`config.mk`:
```
export PLATFORM = sky130hd
export DESIGN_NAME = fetch_sequencer
export DESIGN_NICKNAME = d
export VERILOG_FILES = /design/src/rtl/fetch_sequencer.sv
export SDC_FILE = /design/constraint.sdc
export NUM_CORES = 1
export LEC_CHECK = 0
export CORE_MARGIN = 1
export CORE_UTILIZATION = 51
export DETAILED_ROUTE_END_ITERATION = 16
export PLACE_DENSITY = 0.75
export RECOVER_POWER = 100
export SYNTH_ARGS = -nofsm -noshare
export SYNTH_HDL_FRONTEND = slang
export SYNTH_SLANG_ARGS = --single-unit
```
`constraint.sdc`:
```
create_clock -name clk -period 5.1 [get_ports clk]
set_input_delay 1.53 -clock clk [delete_from_list [all_inputs] [get_ports clk]]
set_output_delay 1.53 -clock clk [all_outputs]
set_load 0.01 [all_outputs]
```
`src/rtl/fetch_sequencer.sv`:
```
// rtl/fetch_sequencer.sv - instruction fetch sequencer sharing the address bus with one DMA requester
module fetch_sequencer #(
  parameter int DMA_MAX = 8
) (
  input  logic       clk,
  input  logic       rst,
  input  logic       fetch_req,
  input  logic [1:0] opc_len,
  input  logic       dma_req,
  output logic       pc_ab,
  output logic       pc_inc,
  output logic       mem_rd,
  output logic       ir_ld,
  output logic       op0_ld,
  output logic       op1_ld,
  output logic       done,
  output logic       ill,
  output logic       dma_gnt,
  output logic       busy
);

  typedef enum logic [2:0] {IDLE, OPC, DEC, OPR1, OPR2, DONE, DMA} state_t;

  state_t     state, nxt, ret, nxt_ret, dec_next;
  logic [7:0] dma_cnt;
  logic       holdoff;
  logic [1:0] rem;
  logic       ill_q, ill_nxt;
  logic       grant_ok, dma_last, bus_nxt;

  always_comb begin
    // The operand byte just read in OPR1 satisfies any pending holdoff.
    grant_ok = dma_req & (~holdoff | (state == OPR1));
    dma_last = (dma_cnt == 8'(DMA_MAX - 1));
    dec_next = (opc_len == 2'd0) ? DONE : OPR1;
    ill_nxt  = (state == DEC) ? (opc_len == 2'd3) : ill_q;
    nxt      = state;
    nxt_ret  = ret;
    case (state)
      IDLE: begin
        if (grant_ok) begin
          nxt     = DMA;
          nxt_ret = IDLE;
        end else if (fetch_req) begin
          nxt = OPC;
        end
      end
      OPC: nxt = DEC;
      DEC: begin
        if (grant_ok) begin
          nxt     = DMA;
          nxt_ret = dec_next;
        end else begin
          nxt = dec_next;
        end
      end
      OPR1: begin
        if (rem != 2'd2) begin
          nxt = DONE;
        end else if (grant_ok) begin
          nxt     = DMA;
          nxt_ret = OPR2;
        end else begin
          nxt = OPR2;
        end
      end
      OPR2: nxt = DONE;
      DONE: nxt = IDLE;
      DMA:  if (!dma_req || dma_last) nxt = ret;
      default: nxt = IDLE;
    endcase
    bus_nxt = (nxt == OPC) || (nxt == OPR1) || (nxt == OPR2);
  end

  always_ff @(posedge clk or posedge rst) begin
    if (rst) begin
      state   <= IDLE;
      ret     <= IDLE;
      dma_cnt <= 8'd0;
      holdoff <= 1'b0;
      rem     <= 2'd0;
      ill_q   <= 1'b0;
      pc_ab   <= 1'b0;
      pc_inc  <= 1'b0;
      mem_rd  <= 1'b0;
      ir_ld   <= 1'b0;
      op0_ld  <= 1'b0;
      op1_ld  <= 1'b0;
      done    <= 1'b0;
      ill     <= 1'b0;
      dma_gnt <= 1'b0;
      busy    <= 1'b0;
    end else begin
      state   <= nxt;
      ret     <= nxt_ret;
      dma_cnt <= (state == DMA && nxt == DMA) ? dma_cnt + 8'd1 : 8'd0;
      if (state == DEC) begin
        rem   <= (opc_len == 2'd0) ? 2'd0 : (opc_len == 2'd1) ? 2'd1 : 2'd2;
        ill_q <= (opc_len == 2'd3);
      end
      // Forced release blocks an immediate regrant until the fetch makes progress.
      if (state == DMA && nxt != DMA)
        holdoff <= dma_req & dma_last;
      else if (state == OPC || state == OPR1 || state == OPR2 || (state == IDLE && !fetch_req))
        holdoff <= 1'b0;
      pc_ab   <= bus_nxt;
      pc_inc  <= bus_nxt;
      mem_rd  <= bus_nxt;
      ir_ld   <= (nxt == OPC);
      op0_ld  <= (nxt == OPR1);
      op1_ld  <= (nxt == OPR2);
      done    <= (nxt == DONE);
      ill     <= (nxt == DONE) & ill_nxt;
      dma_gnt <= (nxt == DMA);
      busy    <= (nxt != IDLE);
    end
  end

endmodule
```
==> run summary <==
RUN STATUS
--------------------------------------------------------------------------------
Result of the run                                                   finished clean

POWER AND IR DROP
--------------------------------------------------------------------------------
Overall Power                                                             680 uW
Worst VDD drop                                                          0.290 mV
Lkg Pwr                                                              0.000649 uW
Power density normalized to cell area                                485 nW/um^2

YOSYS
--------------------------------------------------------------------------------
Async SR Flop Fraction                                                      1.00
Distinct cells, synth                                                         37
Post-synthesis instance area                                          1230 sq um
Flops & latches, synth                                                        26
Number of standard cells after synthesis                                     124
Share of synthesized area occupied by flip-flops and latches               0.527
Fraction of post-synthesis cell area in the top cell type by area          0.527
Post-synth net total                                                         131
Ys Warns                                                                       0
Most used DFF post-synth                                            sky130_fd_sc_hd__dfrtp_1
Top cells by area in the synthesized netlist                        sky130_fd_sc_hd__dfrtp_1 53%, sky130_fd_sc_hd__nor2_1 4.3%, sky130_fd_sc_hd__nand2_1 4.0%, sky130_fd_sc_hd__o21ai_0 3.7%, sky130_fd_sc_hd__nand3_1 2.8%
Dominant cell type by area after synthesis                          sky130_fd_sc_hd__dfrtp_1
Number of enable flip-flop cells after synthesis                               0
Average size of a mapped cell                                         9.95 sq um

FLOORPLAN
--------------------------------------------------------------------------------
Total Die Area                                                        2620 sq um
Cell row count                                                                17
Standard cell core area                                               2250 sq um
Die outline width                                                   51.2 microns
Top-level I/O count                                                           16
Starting density of the core                                               0.547
Floorplan die height                                                51.2 microns

MIN PATH
--------------------------------------------------------------------------------
Path class of the lowest-slack min-delay path                       flip-flop to flip-flop

CTS
--------------------------------------------------------------------------------
Later-pin clock latency in the skew report                               0.32 ns
Clock root buffer master                                            sky130_fd_sc_hd__clkbuf_4
Total CTS buffers                                                              3
Clock Tree Buf Depth                                                           2
Post-CTS setup buffers                                                         0
Clock Sink Count                                                              26
CTS Hold Bufs                                                                  0
H-tree levels                                                                  1
Number of gates resized after cts                                              0
Clock transition at the registers of the reported paths                  0.13 ns
TritonCTS clock tree                                                        done

STA
--------------------------------------------------------------------------------
Normalized max-slew margin                                                 0.354
Fin crit share                                                             0.746
Hold violation total from the final report                                     0
Setup repair after global routing missed its margin                        false
Hold WS                                                                 0.488 ns
Final setup violation count                                                    0
Slew Limit Fails                                                               0
Transition at the pin with the smallest max-transition slack            0.967 ns
Total negative slack for setup checks                                       0 ns
Achievable clock frequency                                               263 MHz
Worst Clk Skew                                                        0.00423 ns
Post-route minimum period                                                3.81 ns

FINISH
--------------------------------------------------------------------------------
Number of nets in the layout                                                 146
Fill cell total of the finished layout                                       191
Most common library cell in the layout ignoring fill and taps       sky130_fd_sc_hd__dfrtp_1
Area used by multi-input combinational logic                           507 sq um
Diodes inserted                                                                0
Synthesis-to-finish area growth                                            13.6%
Commonest cells after routing, fill and taps aside                  26 x sky130_fd_sc_hd__dfrtp_1, 14 x sky130_fd_sc_hd__nor2_1, 13 x sky130_fd_sc_hd__nand2_1, 13 x sky130_fd_sc_hd__dlygate4sd3_1, 10 x sky130_fd_sc_hd__o21ai_0
Area occupied by registers                                             651 sq um
Layout cells sized above 1                                                0.0580

DETAILED ROUTING
--------------------------------------------------------------------------------
Number of iterations in the first detailed-routing pass                        4
DRC violation total after the first TritonRoute iteration                     40
Routed Wire Length                                                  2230 microns
Total vias in the final route                                                953
Remaining antenna violation count after routing                                0
DRC violation count after routing                                              0
Via density per instance                                                    5.74
Post-detailed-route wirelength per cell                             13.4 microns

GRT
--------------------------------------------------------------------------------
Pin count of the biggest net entering global routing                          27
Initial antenna violation count                                                0
Total track usage                                                          0.196
Global routing's busiest layer                                              met2
Met1 Usage GRT                                                             0.274
GR Layer Usage met2                                                        0.287
First-pass GRT wire length                                          3730 microns
Met3 demand-to-capacity share in global routing                           0.0327
GRT overflow                                                                   0
Number of global-route vias before repair                                    829

WORST SETUP PATH
--------------------------------------------------------------------------------
Crit path buffers/inverters                                                    1
Cell type with the highest occurrence count on the critical path    sky130_fd_sc_hd__nor2_1
Worst-path cell with the longest stage delay                        sky130_fd_sc_hd__dlygate4sd3_1
Startpoint Class                                                       input pin
CP Cell Sequence                                                    dlygate4sd3_1, nand2b_1, a21oi_1, nor2_1, o21ai_0, nand4_1, nor2_1
Largest fanout on the critical path                                            9
Crit path max-delay family                                          compound AO/OA/AOI/OAI gates
Class of the most critical setup path                               input pin to flip-flop
Worst endpoint required time                                             5.35 ns
Slowest Stage Delay on Critical Path                                     0.74 ns
CP arrival                                                               4.06 ns
Setup crit end kind                                                    flip-flop

PLACED DESIGN
--------------------------------------------------------------------------------
Last weighted congestion value of the routability-driven placer            0.922
Sum of net half-perimeters after detailed placement                 1570 microns
IO buf count                                                                  15

JOB
--------------------------------------------------------------------------------
Reported max-cap violation count                                               0

[path summary, 6_finish.rpt]
| path | cells after the start | to | slack [ns] | from |
|---|---|---|---|---|
| setup / recovery | 7 | dma_cnt[4] | 1.29 | dma_req |
| hold / removal | 1 | dma_cnt[0] | 0.49 | dma_cnt[0] |
| setup reg to reg | 6 | dma_cnt[4] | 2.70 | state[1] |
| hold reg to reg | 1 | dma_cnt[0] | 0.49 | dma_cnt[0] |
| max in group asynchronous | 2 | dma_cnt[4] | 2.66 | rst |
| min in group asynchronous | 2 | op0_ld | 1.85 | rst |
[synthesized netlist by cell type (2+ instances only)]
cell / instances
sky130_fd_sc_hd__dfrtp_1: 26
sky130_fd_sc_hd__buf_4: 2
sky130_fd_sc_hd__clkbuf_1: 2
sky130_fd_sc_hd__inv_1: 6
sky130_fd_sc_hd__nand3b_1: 2
sky130_fd_sc_hd__xnor2_1: 2
sky130_fd_sc_hd__nor2_1: 14
sky130_fd_sc_hd__xor2_1: 4
sky130_fd_sc_hd__nor2b_1: 3
sky130_fd_sc_hd__and3_1: 5
sky130_fd_sc_hd__a21oi_1: 5
sky130_fd_sc_hd__o32ai_1: 2
sky130_fd_sc_hd__nand2_1: 13
sky130_fd_sc_hd__nand3_1: 7
sky130_fd_sc_hd__o21ai_0: 9
[where the power goes]
group | total (uW) | internal (uW) | switching [uW]
Combinational | 268 | 106 | 162
Clock | 102 | 43.7 | 58.7
Sequential | 309 | 260 | 48.6
[layer usage]
metal | vias to the layer above | part of all wire | wire length (microns)
met5 | - | 0 | 0
met4 | 0 | 0.021 | 46
met3 | 5 | 0.048 | 107
met2 | 35 | 0.44 | 977
met1 | 454 | 0.49 | 1100
li1 | 459 | - | -
[kinds of logic after synthesis]
kind of cell	count (synthesis)	share of synthesized area
DFF	26	0.527
AOI/OAI and AO/OA	25	0.141
adders and majority gates	1	0.0101
buffers and inverters	11	0.0406
and+or+nand+nor	55	0.238
xor gates and xnor gates	6	0.0426
[registers in the layout, summed over array words and instances (netlist names), 2 cells and up]
name,count
state,3
ret,3
dma_cnt,8
rem,2
[stage by stage]
step	instances	instance area, sq um	utilization	worst slack (ns)
4_1_cts	166	1430	0.633	1.69
5_1_grt	166	1400	0.622	1.12
3_3_place_gp	162	1390	0.617	1.48
3_5_place_dp	162	1390	0.617	1.38
2_1_floorplan	124	1230	-	2.20
6_report	166	1400	0.622	1.29
[cell type report]
| type | instances | area share |
|---|---|---|
| flip-flops and latches | 26 | 0.464 |
| multi-input cells | 87 | 0.362 |
| repair buffers | 15 | 0.107 |
| clock buffers | 4 | 0.0259 |
| well taps | 28 | 0.0250 |
| inverters | 6 | 0.0161 |
No activity file was read; power rests on OpenSTA's default activity.
